`src/rtl/regfile_wb_pkg.sv`:
```
// Shared constants and types for the register-file write-back front end.
// Default widths match the 32 x 32-bit CPU register file.
package regfile_wb_pkg;

  localparam int WB_DATA_W = 32;
  localparam int WB_ADDR_W = 5;
  localparam int WB_DEPTH  = 4;

  typedef struct packed {
    logic [WB_ADDR_W-1:0] addr;
    logic [WB_DATA_W-1:0] data;
  } wb_entry_t;

  typedef enum logic {
    SRC_ALU = 1'b0,
    SRC_LD  = 1'b1
  } src_e;

  function automatic src_e other_src(input src_e s);
    return (s == SRC_ALU) ? SRC_LD : SRC_ALU;
  endfunction

endpackage

```
`src/rtl/regfile_wb_fifo.sv`:
```
// In-order write queue: one push and one pop per clock, with an in-place overwrite of the youngest entry.
// Entries are presented oldest-first with valid bits so the owner can run an age-ordered search.
module regfile_wb_fifo #(
  parameter int W     = 37,
  parameter int DEPTH = 4
) (
  input  logic                          clock,
  input  logic                          reset,
  input  logic                          push,
  input  logic [W-1:0]                  push_dat,
  input  logic                          pop,
  input  logic                          coal,
  input  logic [W-1:0]                  coal_dat,
  output logic [W-1:0]                  head,
  output logic [DEPTH-1:0][W-1:0]       ent,
  output logic [DEPTH-1:0]              ent_vld,
  output logic [$clog2(DEPTH):0]        count,
  output logic                          full,
  output logic                          empty
);

  localparam int PW = $clog2(DEPTH);

  logic [PW-1:0] rd_q, rd_d, wr_q, wr_d;
  logic [PW:0]   cnt_q, cnt_d;
  logic [W-1:0]  mem_q [DEPTH];

  always_comb begin
    rd_d  = rd_q + PW'(pop);
    wr_d  = wr_q + PW'(push);
    cnt_d = cnt_q + (PW+1)'(push) - (PW+1)'(pop);
  end

  always_ff @(posedge clock) begin
    if (reset) begin
      rd_q  <= '0;
      wr_q  <= '0;
      cnt_q <= '0;
    end else begin
      rd_q  <= rd_d;
      wr_q  <= wr_d;
      cnt_q <= cnt_d;
    end
  end

  // Storage needs no reset: validity is tracked solely by the count.
  always_ff @(posedge clock) begin
    if (push) mem_q[wr_q] <= push_dat;
    if (coal) mem_q[wr_q - PW'(1)] <= coal_dat;
  end

  always_comb begin
    for (int i = 0; i < DEPTH; i++) begin
      ent[i]     = mem_q[rd_q + PW'(i)];
      ent_vld[i] = (PW+1)'(i) < cnt_q;
    end
  end

  assign head  = mem_q[rd_q];
  assign count = cnt_q;
  assign full  = (cnt_q == (PW+1)'(DEPTH));
  assign empty = (cnt_q == '0);

endmodule

```
`src/rtl/regfile_wb_arbiter.sv`:
```
// Register-file write front end: round-robin ALU/load arbitration into a FIFO, registered write port
// two edges after acceptance, and a youngest-wins bypass. REGFILE_WB_COALESCE_EN enables youngest-entry merge.
module regfile_wb_arbiter
  import regfile_wb_pkg::*;
#(
  parameter int DATA_W = WB_DATA_W,
  parameter int ADDR_W = WB_ADDR_W,
  parameter int DEPTH  = WB_DEPTH
) (
  input  logic              clock,
  input  logic              reset,
  input  logic              alu_valid,
  output logic              alu_ready,
  input  logic [ADDR_W-1:0] alu_wr,
  input  logic [DATA_W-1:0] alu_wd,
  input  logic              ld_valid,
  output logic              ld_ready,
  input  logic [ADDR_W-1:0] ld_wr,
  input  logic [DATA_W-1:0] ld_wd,
  output logic              RegWrite,
  output logic [ADDR_W-1:0] WR,
  output logic [DATA_W-1:0] WD,
  input  logic [ADDR_W-1:0] byp_rr1,
  input  logic [ADDR_W-1:0] byp_rr2,
  output logic              byp_hit1,
  output logic              byp_hit2,
  output logic [DATA_W-1:0] byp_data1,
  output logic [DATA_W-1:0] byp_data2,
  output logic              full,
  output logic              empty
);

  typedef struct packed {
    logic [ADDR_W-1:0] addr;
    logic [DATA_W-1:0] data;
  } entry_t;

  localparam int EW = $bits(entry_t);
  localparam int CW = $clog2(DEPTH) + 1;

  entry_t                   head, sel, load_e, byp_e;
  logic [DEPTH-1:0][EW-1:0] ent_flat;
  logic [DEPTH-1:0]         ent_vld;
  logic [CW-1:0]            count;
  logic                     fifo_full, fifo_empty;

  logic req_alu, req_ld, gnt_alu, gnt_ld, coal_alu, coal_ld, coal, push;
  src_e prio_q, prio_d;
  logic              rw_q, rw_d;
  logic [ADDR_W-1:0] wr_q, wr_d;
  logic [DATA_W-1:0] wd_q, wd_d;

`ifdef REGFILE_WB_COALESCE_EN
  entry_t          youngest;
  logic [CW-2:0]   yidx;
  assign yidx     = (CW-1)'(count - CW'(1));
  assign youngest = entry_t'(ent_flat[yidx]);
  assign coal_alu = (alu_wr != '0) && !fifo_empty && (youngest.addr == alu_wr);
  assign coal_ld  = (ld_wr  != '0) && !fifo_empty && (youngest.addr == ld_wr);
`else
  assign coal_alu = 1'b0;
  assign coal_ld  = 1'b0;
`endif

  // A merge needs no free slot, so it may be granted while full.
  always_comb begin
    req_alu = alu_valid && (!fifo_full || coal_alu);
    req_ld  = ld_valid  && (!fifo_full || coal_ld);
    gnt_alu = req_alu && (!req_ld  || prio_q == SRC_ALU);
    gnt_ld  = req_ld  && (!req_alu || prio_q == SRC_LD);
    prio_d  = (req_alu && req_ld) ? other_src(prio_q) : prio_q;
    sel     = gnt_ld ? entry_t'{ld_wr, ld_wd} : entry_t'{alu_wr, alu_wd};
    coal    = (gnt_alu && coal_alu) || (gnt_ld && coal_ld);
    push    = (gnt_alu || gnt_ld) && (sel.addr != '0) && !coal;
  end

  assign alu_ready = gnt_alu;
  assign ld_ready  = gnt_ld;

  regfile_wb_fifo #(.W(EW), .DEPTH(DEPTH)) u_fifo (
    .clock    (clock),
    .reset    (reset),
    .push     (push),
    .push_dat (sel),
    .pop      (!fifo_empty),
    .coal     (coal),
    .coal_dat (sel),
    .head     (head),
    .ent      (ent_flat),
    .ent_vld  (ent_vld),
    .count    (count),
    .full     (fifo_full),
    .empty    (fifo_empty)
  );

  // Merging into a lone entry that pops this edge must reach the output stage directly.
  always_comb begin
    rw_d   = !fifo_empty;
    wr_d   = wr_q;
    wd_d   = wd_q;
    load_e = head;
    if (coal && count == CW'(1)) load_e = sel;
    if (!fifo_empty) begin
      wr_d = load_e.addr;
      wd_d = load_e.data;
    end
  end

  always_ff @(posedge clock) begin
    if (reset) begin
      prio_q <= SRC_ALU;
      rw_q   <= 1'b0;
      wr_q   <= '0;
      wd_q   <= '0;
    end else begin
      prio_q <= prio_d;
      rw_q   <= rw_d;
      wr_q   <= wr_d;
      wd_q   <= wd_d;
    end
  end

  assign RegWrite = rw_q;
  assign WR       = wr_q;
  assign WD       = wd_q;
  assign full     = fifo_full;
  assign empty    = fifo_empty;

  // Scan oldest to youngest so later matches override earlier ones.
  always_comb begin
    byp_hit1  = 1'b0;
    byp_hit2  = 1'b0;
    byp_data1 = '0;
    byp_data2 = '0;
    byp_e     = '0;
    if (rw_q && wr_q == byp_rr1) begin
      byp_hit1  = 1'b1;
      byp_data1 = wd_q;
    end
    if (rw_q && wr_q == byp_rr2) begin
      byp_hit2  = 1'b1;
      byp_data2 = wd_q;
    end
    for (int i = 0; i < DEPTH; i++) begin
      byp_e = entry_t'(ent_flat[i]);
      if (ent_vld[i] && byp_e.addr == byp_rr1) begin
        byp_hit1  = 1'b1;
        byp_data1 = byp_e.data;
      end
      if (ent_vld[i] && byp_e.addr == byp_rr2) begin
        byp_hit2  = 1'b1;
        byp_data2 = byp_e.data;
      end
    end
    if (byp_rr1 == '0) begin
      byp_hit1  = 1'b0;
      byp_data1 = '0;
    end
    if (byp_rr2 == '0) begin
      byp_hit2  = 1'b0;
      byp_data2 = '0;
    end
  end

endmodule

```
`config.mk`:
```
export PLATFORM = sky130hd
export DESIGN_NAME = regfile_wb_arbiter
export DESIGN_NICKNAME = d
export VERILOG_FILES = /design/src/rtl/regfile_wb_pkg.sv /design/src/rtl/regfile_wb_fifo.sv /design/src/rtl/regfile_wb_arbiter.sv
export SDC_FILE = /design/constraint.sdc
export NUM_CORES = 1
export LEC_CHECK = 0
export BUFFER_PORTS_ARGS = -buffer_cell sky130_fd_sc_hd__buf_4
export CAP_MARGIN = 20
export CORE_MARGIN = 4
export CORE_UTILIZATION = 45
export DETAILED_ROUTE_END_ITERATION = 6
export PLACE_DENSITY = 0.64
export SETUP_SLACK_MARGIN = 0.1
export SLEW_MARGIN = 15
export SYNTH_ARGS = -nofsm -noshare
export SYNTH_HDL_FRONTEND = slang
export SYNTH_SLANG_ARGS = --single-unit
```
`constraint.sdc`:
```
create_clock -name clock -period 16.3 [get_ports clock]
set_input_delay 3.26 -clock clock [delete_from_list [all_inputs] [get_ports clock]]
set_output_delay 3.26 -clock clock [all_outputs]
set_load 0.03 [all_outputs]
```
==> flow_summary.json, run 1 <==
{
  "max_slew.worst_pin.slew_ns": 1.05,
  "hold_buffers": 0,
  "wl_um": 43200,
  "hold_path_class": "flop to flop",
  "die_w_um": 182,
  "grt_pass1_wl_um": 64400,
  "antenna_found_initial": 0,
  "postCtsResizedCells": 0,
  "period_share": 0.562,
  "path_cells": "buf_4 -> xor2_1 -> nor4_1 -> and2_2 -> a221oi_1 -> o31ai_2 -> buf_4",
  "vias": 11224,
  "hpwlAfterDp_um": 26300,
  "gr-total-overflow": 0,
  "synth_cells": 1163,
  "syn2layout_area_growth_pct": 16.1,
  "arrival_ns": 5.89,
  "synth-main-ff-cell": "edfxtp_1",
  "cts_buffer_depth": 2,
  "clkLatencyLatePin_ns": 0.45,
  "fmax_mhz": 109,
  "setup_viol": 0,
  "first_iter_violations": 1118,
  "crit_top_cell": "buf_4",
  "grtUsageTotal": 0.252,
  "reg2reg_depth": 9,
  "cp_num_cells": 7,
  "reg2reg_setup_slack_ns": 12.72,
  "drc_errors": 0,
  "status": "finished, final reports clean",
  "drive_above_1_share": 0.377,
  "num_antenna_cells": 0,
  "critPathTopFamily": "simple AND/OR/NAND/NOR gates",
  "place_congestion": 0.900,
  "synth_seq_cells": 194,
  "synth-async-reset-ratio": 0,
  "power_density_mw_per_mm2": 182,
  "path_clk_slew_ns": 0.07,
  "clock_tree.root_cell": "clkbuf_16",
  "slowest_stage": "and2_2",
  "cts_tree": "done",
  "nets": 1378,
  "synth_edf_count": 148,
  "finalPower_mw": 2.89,
  "final_antenna_net_count": 0,
  "cp-start-kind": "input port",
  "crit_type": "input port to output pin",
  "syn-mean-instance-area_sq_um": 11.8,
  "wire_per_inst_um": 25.6,
  "min_path_cells": 2,
  "ys_seq_area_frac": 0.392,
  "hold_viol_final": 0,
  "cts_buffers": 17,
  "rsz0062_at_grt": "no",
  "rows": 63,
  "instances_no_fill": 1686,
  "core_region_area_sq_mm": 0.0298,
  "fin_setup_tns_ns": 0,
  "grt_pass1_vias": 10819,
  "syn-cell-area_sq_mm": 0.0137,
  "cts.sinks": 194,
  "ys_types": 58,
  "leakage_nw": 5.58,
  "fin_worst_skew_ns": 0.0119,
  "first_pass_iters": 6,
  "required_ns": 13.04,
  "cp-end-kind": "output pin",
  "ir_drop_uv": 105,
  "viasPerCell": 6.66,
  "drv_slew": 0,
  "syn-num-nets": 1258,
  "dp.cells": 1654,
  "crit_fanout": 33,
  "finalCriticalPeriod_ns": 9.15,
  "cts.htree.levels": 4,
  "grt_max_degree": 55,
  "start_util": 0.459,
  "cap_violations": 0,
  "worst_path_largest_cell_delay_ns": 0.92,
  "path_buf_inv": 2,
  "cts_setup_buffers": 0,
  "relSlewSlack": 0.301,
  "die_y_um": 182,
  "die_area_sq_mm": 0.0333,
  "yosysWarnings": 0,
  "portBuffers": 195,
  "num_io_pins": 196
}
==> per-layer routing <==
metal / track usage / vias up / wire [um]
met3: 0.0614 / 111 / 4390
met1: 0.326 / 5579 / 16700
met4: 0.0943 / 0 / 1310
met5: 0 / - / 0
li1: - / 4846 / -
met2: 0.416 / 688 / 20800
==> cells in the mapped netlist (2+ instances only) <==
cell | number | area share
mux4_2 | 139 | 0.23
a32oi_1 | 31 | 0.020
nor3_1 | 63 | 0.023
xnor2_1 | 33 | 0.021
nor4_1 | 4 | 0.0018
or3_1 | 3 | 0.0014
inv_1 | 13 | 0.0036
a21oi_1 | 47 | 0.017
o221ai_1 | 3 | 0.0019
o31ai_1 | 2 | 0.0011
nand4_1 | 3 | 0.0014
o31ai_2 | 29 | 0.027
buf_1 | 12 | 0.0033
buf_6 | 10 | 0.0082
o21ai_0 | 2 | 0.00073
or2_2 | 28 | 0.013
mux2_2 | 3 | 0.0025
dfxtp_1 | 46 | 0.067
o31a_1 | 2 | 0.0013
nor3_2 | 6 | 0.0044
nor4_4 | 2 | 0.0031
nor2b_1 | 6 | 0.0027
xor2_1 | 21 | 0.013
ha_1 | 6 | 0.0055
buf_2 | 34 | 0.012
a221oi_1 | 35 | 0.022
a221o_1 | 57 | 0.042
nor2_1 | 46 | 0.013
nand2_1 | 189 | 0.052
nor3b_1 | 2 | 0.0011
and2_1 | 33 | 0.015
a211o_1 | 3 | 0.0019
mux2i_1 | 6 | 0.0044
nand3_1 | 7 | 0.0026
edfxtp_1 | 148 | 0.32
clkbuf_1 | 59 | 0.016
buf_4 | 7 | 0.0038
or4_1 | 3 | 0.0016
==> cells in the final DEF, fill, tap and decap left out, types with 3 or more instances in the layout <==
cell type / netlist / final
nand3_1: 7 / 4
xnor2_1: 33 / 33
nor4_4: 2 / 3
inv_1: 13 / 12
a211o_1: 3 / 3
ha_1: 6 / 5
o221ai_1: 3 / 3
inv_6: 0 / 4
o31ai_2: 29 / 29
nor3_1: 63 / 62
dfxtp_1: 46 / 44
nand2_1: 189 / 188
nor2_1: 46 / 45
a32oi_1: 31 / 31
clkinvlp_4: 0 / 4
nor2b_1: 6 / 6
a221o_1: 57 / 57
xor2_1: 21 / 21
nand3_2: 0 / 3
a21oi_1: 47 / 46
nor4_1: 4 / 4
mux2_2: 3 / 3
edfxtp_1: 148 / 148
nor3_4: 0 / 4
nand4_1: 3 / 3
buf_4: 7 / 224
mux2i_1: 6 / 6
or4_1: 3 / 3
a221oi_1: 35 / 35
or2_2: 28 / 29
mux4_2: 139 / 139
nor3_2: 6 / 3
clkinv_4: 0 / 3
and2_1: 33 / 31
clkbuf_16: 0 / 17
==> power by group <==
part	internal (mW)	leakage (nW)	switching, mW	total (mW)
Clock	0.197	0.251	0.196	0.393
Sequential	0.702	1.75	0.173	0.876
Combinational	0.695	3.57	0.926	1.62
Total	1.59	5.58	1.30	2.89
==> through the flow <==
stage               setup slack [ns]   util  hold WS, ns  cell area (sq um)
floorplan                       7.55      -        0.492              13700
global placement                7.32  0.516        0.474              15400
detailed placement              7.22  0.516        0.479              15400
CTS                             7.22  0.534        0.492              15900
global route                    7.00  0.534        0.511              15900
finish                          7.15  0.534        0.488              15900
==> final timing paths <==
path / to / from
max: byp_data1[20] / byp_rr1[4]
min: WD[28] / WD[28]
max reg2reg: u_fifo.mem_q[3][11] / u_fifo.count[2]
min reg2reg: WD[28] / WD[28]
==> worst register-to-register path: stages, from the launching register on <==
cell,delay (ns)
dfxtp_1,0.46
or3b_2,0.54
nand3_2,0.12
inv_2,0.29
mux2_2,0.40
a21oi_1,0.06
a31o_2,0.30
inv_1,0.11
and3_2,0.46
buf_4,0.49
==> kinds of logic after synthesis <==
group           count (synthesis)  share of synthesized area
xor+xnor                       54                     0.0345
flops                         194                      0.392
buf+inv                       137                     0.0493
simple gates                  403                      0.140
mux                           149                      0.237
compound gates                219                      0.140
fa+ha+maj                       7                    0.00695
==> sequential cells by signal, indices dropped and copies added (netlist names) <==
name / count
u_fifo.rd_q: 2
WD: 32
prio_q: 1
u_fifo.mem_q: 148
u_fifo.wr_q: 2
WR: 5
RegWrite: 1
u_fifo.count: 3
==> final cells by class <==
type / instances / area (sq um)
well taps: 390 / 488
clock buffers: 18 / 429
multi-input cells: 832 / 7770
flip-flops and latches: 194 / 5370
fillers: 2552 / 13900
clock inverters: 14 / 105
inverters: 14 / 52.6
repair buffers: 224 / 1680
No activity file was read; power rests on OpenSTA's default activity.
==> run 2: changes to the inputs <==
clock period = 9.5 ns   (was 16.3 ns; I/O delays follow)
==> flow_summary.json, run 2 (synthesis results as in run 1) <==
{
  "cts.htree.levels": 4,
  "start_util": 0.459,
  "period_share": 0.670,
  "required_ns": 7.60,
  "register_area_sq_mm": 0.00537,
  "arrival_ns": 4.46,
  "whs_ns": 0.494,
  "gr-total-overflow": 0,
  "syn2layout_area_growth_pct": 16.6,
  "wl_um": 43100,
  "crit_top_cell": "buf_4",
  "grtUsageTotal": 0.253,
  "relSlewSlack": 0.309,
  "num_antenna_cells": 0,
  "nFillCells": 2523,
  "worst_slack_ns": 3.14,
  "rows": 63,
  "rsz0062_at_grt": "no",
  "max_slew.worst_pin.slew_ns": 1.04,
  "slowest_stage": "and2_2",
  "first_iter_violations": 1334,
  "hold_buffers": 0,
  "cts_tree": "done",
  "cts_buffer_depth": 2,
  "cts_buffers": 17,
  "hold_viol_final": 0,
  "instances_no_fill": 1686,
  "clkLatencyLatePin_ns": 0.44,
  "fmax_mhz": 157,
  "crit_type": "input port to output pin",
  "final_cell_mix": "224 x buf_4, 188 x nand2_1, 148 x edfxtp_1",
  "cp-start-kind": "input port",
  "drv_slew": 0,
  "setup_viol": 0,
  "cp-end-kind": "output pin",
  "viasPerCell": 6.65,
  "power_density_mw_per_mm2": 316,
  "status": "finished, final reports clean",
  "die_w_um": 182,
  "num_io_pins": 196,
  "path_buf_inv": 2,
  "die_area_sq_mm": 0.0333,
  "worst_path_largest_cell_delay_ns": 0.87,
  "dp_slack_ns": 3.19,
  "reg2reg_setup_slack_ns": 5.93,
  "path_cells": "buf_4 -> xor2_1 -> nor4_1 -> and2_2 -> a221oi_1 -> o31ai_2 -> buf_4",
  "grt_pass1_wl_um": 64900,
  "critPathTopFamily": "simple AND/OR/NAND/NOR gates",
  "crit_fanout": 33,
  "wire_per_inst_um": 25.6,
  "core_region_area_sq_mm": 0.0298,
  "final_common_cell": "buf_4",
  "drive_above_1_share": 0.378,
  "cts.sinks": 194,
  "largest-register": "u_fifo.mem_q",
  "final_antenna_net_count": 0,
  "postCtsResizedCells": 0,
  "final_cell_area_sq_mm": 0.0160,
  "fin_setup_tns_ns": 0,
  "largest_reg_flops": 148,
  "cts_setup_buffers": 0,
  "multi_input_area_sq_mm": 0.00777,
  "hpwlAfterDp_um": 26200,
  "place_congestion": 0.881,
  "nets": 1378,
  "postPlaceCellArea_sq_mm": 0.0154,
  "grt_max_degree": 71,
  "finalCriticalPeriod_ns": 6.36,
  "fin_worst_skew_ns": 0.0159,
  "drc_errors": 0,
  "first_pass_iters": 6,
  "clock_tree.root_cell": "clkbuf_16",
  "die_y_um": 182,
  "cap_violations": 0,
  "grt_pass1_vias": 11001,
  "ir_drop_uv": 176,
  "antenna_found_initial": 0,
  "dp.cells": 1654,
  "vias": 11219,
  "path_clk_slew_ns": 0.08,
  "hold_path_class": "flop to flop",
  "leakage_nw": 5.63,
  "portBuffers": 195
}
-- run 2: metrics by stage --
| step | utilization | power (mW) |
|---|---|---|
| 2_1_floorplan | - | 3.49 |
| 3_3_place_gp | 0.516 | 4.23 |
| 3_5_place_dp | 0.516 | 4.28 |
| 4_1_cts | 0.536 | 5.04 |
| 5_1_grt | 0.536 | 5.32 |
| 6_report | 0.536 | 5.04 |
-- run 2: area by class of cell --
cell class	count	share of cell area
Sequential cell	194	0.336
Clock inverter	13	0.0101
Timing Repair Buffer	224	0.105
Multi-Input combinational cell	832	0.487
Tap cell	390	0.0306
Clock buffer	19	0.0277
Inverter	14	0.00329
-- run 2: path summary, 6_finish.rpt --
kind,from,cells past startpoint,end
worst min-delay path,WD[6],2,WD[6]
worst max register to register,u_fifo.count[2],9,u_fifo.mem_q[3][9]
worst max-delay path,byp_rr1[4],7,byp_data1[21]
worst min register to register,WD[6],2,WD[6]
-- run 2: worst register-to-register path, cell delays in order, from the launching register on --
cell	delay [ns]
dfxtp_1	0.44
or3b_2	0.54
nand3_2	0.12
inv_2	0.30
mux2_2	0.40
a21oi_1	0.05
a31o_2	0.29
inv_1	0.11
and3_2	0.44
buf_4	0.51
-- run 2: metal layers --
| layer | part of all wire | vias to the layer above | routed length (um) | GRT usage |
|---|---|---|---|---|
| met2 | 0.48 | 693 | 20800 | 0.412 |
| met5 | 0 | - | 0 | 0 |
| met3 | 0.093 | 110 | 4000 | 0.0474 |
| li1 | - | 4845 | - | - |
| met1 | 0.39 | 5571 | 16900 | 0.338 |
| met4 | 0.032 | 0 | 1390 | 0.101 |
-- run 2: power breakdown --
part           total [mW]  switching, mW  internal, mW
clock               0.757          0.351         0.406
combinational        2.81           1.61          1.19
sequential           1.48          0.270          1.20
==> run 3: changes to the inputs <==
ABC_AREA = 1   (was not set)
clock period = 6.5 ns   (was 9.5 ns; I/O delays follow)
==> flow_summary.json, run 3 <==
{
  "period_share": 0.853,
  "syn-cell-area_sq_mm": 0.0147,
  "hold_end": "WD[20]",
  "whs_ns": 0.504,
  "hpwlAfterDp_um": 38100,
  "wire_per_inst_um": 19.4,
  "p_sw_frac": 0.554,
  "yosysWarnings": 0,
  "clkLatencyLatePin_ns": 0.46,
  "postPlaceCellArea_sq_mm": 0.0162,
  "relSlewSlack": 0.258,
  "hold_start": "WD[20]",
  "cts_buffer_depth": 2,
  "rows": 65,
  "reg2reg_depth": 11,
  "net-switching-power_mw": 4.62,
  "grt_pass1_wl_um": 82300,
  "cp-start-kind": "flop",
  "status": "finished, final reports clean",
  "fin_worst_skew_ns": 0.0118,
  "cts_tree": "done",
  "reg2reg_setup_slack_ns": 3.07,
  "crit_top_cell": "nand3_1",
  "clkPwrFrac": 0.135,
  "portBuffers": 195,
  "arrival_ns": 4.25,
  "grt_pass1_vias": 13725,
  "synth-async-reset-ratio": 0,
  "core_region_area_sq_mm": 0.0319,
  "wl_um": 54500,
  "start_util": 0.460,
  "hold_viol_final": 0,
  "postCtsResizedCells": 0,
  "gr-total-overflow": 0,
  "synth_commonest_cells": "678 x nand2_1, 289 x nor2_1, 246 x o21ai_0",
  "clock_tree.root_cell": "clkbuf_16",
  "cts_buffers": 17,
  "place_congestion": 0.949,
  "first_iter_violations": 1738,
  "final_antenna_net_count": 0,
  "cts.sinks": 194,
  "power_density_mw_per_mm2": 495,
  "path_cells": "inv_4 -> nand2_2 -> nand2_2 -> inv_2 -> nand2_1 -> nand3_1 -> nand2_1 -> nor2_2 -> nand3_2 -> buf_4 -> nand3_1 -> nand3_1 -> a21oi_1 -> buf_4",
  "max_slew.worst_pin.slew_ns": 1.11,
  "comb_power_share": 0.626,
  "dp_slack_ns": 1.48,
  "fmax_mhz": 180,
  "leakage_nw": 7.83,
  "grt_max_degree": 127,
  "grtUsageTotal": 0.298,
  "slowest_stage": "dfxtp_4",
  "drive_above_1_share": 0.127,
  "cp-end-kind": "output pin",
  "num_antenna_cells": 0,
  "path_clk_slew_ns": 0.07,
  "synth_top_area_share": 0.303,
  "hold_buffers": 0,
  "fin_setup_tns_ns": 0,
  "yosys.cell_count.top_type": "nand2_1",
  "cts_setup_buffers": 0,
  "pwr-share-seq": 0.240,
  "fin_util": 0.529,
  "p_int_mw": 3.73,
  "synth_seq_cells": 194,
  "synthTopCellsByArea": "edfxtp_1 30%, nand2_1 17%, o21ai_0 8.4%",
  "rsz0062_at_grt": "no",
  "ir_drop_uv": 325,
  "worst_slack_ns": 0.954,
  "num_io_pins": 196,
  "netlist.top_cell.by_area": "edfxtp_1",
  "finalCriticalPeriod_ns": 5.55,
  "first_pass_iters": 6,
  "syn-num-nets": 2362,
  "syn2layout_area_growth_pct": 14.8,
  "drv_slew": 0,
  "die_y_um": 189,
  "required_ns": 5.20,
  "largest_reg_flops": 148,
  "ys_types": 36,
  "setup_viol": 0,
  "die_w_um": 189,
  "final_cell_area_sq_mm": 0.0169,
  "crit_type": "flop to output pin",
  "nets": 2448,
  "crit_fanout": 67,
  "final_common_cell": "nand2_1",
  "syn-mean-instance-area_sq_um": 6.47,
  "synth_edf_count": 148,
  "hold_path_class": "flop to flop",
  "synth-main-ff-cell": "edfxtp_1",
  "antenna_found_initial": 1,
  "cap_violations": 0,
  "worst_path_largest_cell_delay_ns": 0.75,
  "reg2reg_to": "u_fifo.count[1]",
  "viasPerCell": 5.55,
  "drc_errors": 0,
  "ys_seq_area_frac": 0.366,
  "die_area_sq_mm": 0.0356,
  "min_path_cells": 2,
  "r2r-start": "u_fifo.count[1]",
  "final_cell_mix": "678 x nand2_1, 286 x nor2_1, 246 x o21ai_0",
  "synth_cells": 2267,
  "cts.htree.levels": 4,
  "vias": 15557,
  "largest-register": "u_fifo.mem_q"
}
## run 3: per-layer routing
metal,global-route usage,part of all wire,vias up
met4,0.0729,0.023,0
li1,-,-,7585
met3,0.0682,0.11,97
met2,0.451,0.42,830
met5,0,0,-
met1,0.434,0.45,7045
## run 3: power groups by stage
stage	logic [mW]	clock network (mW)	registers [mW]
4_1_cts	5.09	1.14	1.99
5_1_grt	5.67	1.19	2.04
6_report	5.22	1.13	2.00
3_3_place_gp	5.05	0	2.01
3_5_place_dp	5.08	0	2.02
2_1_floorplan	3.30	0	2.07
## run 3: kinds of logic (layout without fill, tap and decap cells)
logic type | count (synthesis) | after routing | synth area share
muxes | 2 | 2 | 0.00136
and+or+nand+nor | 1270 | 1270 | 0.362
adders and majority gates | 7 | 7 | 0.00648
buffers and inverters | 370 | 469 | 0.109
AOI/OAI and AO/OA | 410 | 410 | 0.147
DFF | 194 | 194 | 0.366
xor gates and xnor gates | 14 | 14 | 0.00835
## run 3: per-stage QoR
stage / instances / power [mW]
after floorplan: 2267 / 5.38
after global placement: 2767 / 7.06
after detailed placement: 2767 / 7.09
after CTS: 2799 / 8.22
after global routing: 2801 / 8.89
final: 2801 / 8.35
## run 3: cell type report
| cell class | count | area (sq um) |
|---|---|---|
| clock buffer | 17 | 425 |
| sequential | 194 | 5370 |
| inverter | 211 | 802 |
| fill | 3180 | 15000 |
| multi-input combinational | 1703 | 7780 |
| tap | 435 | 544 |
| timing repair buffer | 226 | 1740 |
| clock inverter | 15 | 195 |
## run 3: worst max path at each step
stage / cells past startpoint / from / to / slack (ns)
global route: 14 / u_fifo.rd_q[0] / byp_data2[9] / 0.58
finish: 14 / u_fifo.rd_q[0] / byp_data2[7] / 0.95
global placement: 14 / u_fifo.rd_q[0] / byp_data2[9] / 1.56
detailed placement: 14 / u_fifo.rd_q[0] / byp_data2[9] / 1.48
floorplan: 7 / alu_valid / u_fifo.mem_q[0][0] / 1.18
CTS: 14 / u_fifo.rd_q[0] / byp_data2[9] / 0.99
## run 3: critical path, delay by kind of cell, from the launching register on
kind	cells	cell delay [ns]
AND/OR/NAND/NOR	9	1.60
buffers and inverters	4	1.16
flip-flops	1	0.75
AO/OA/AOI/OAI	1	0.24
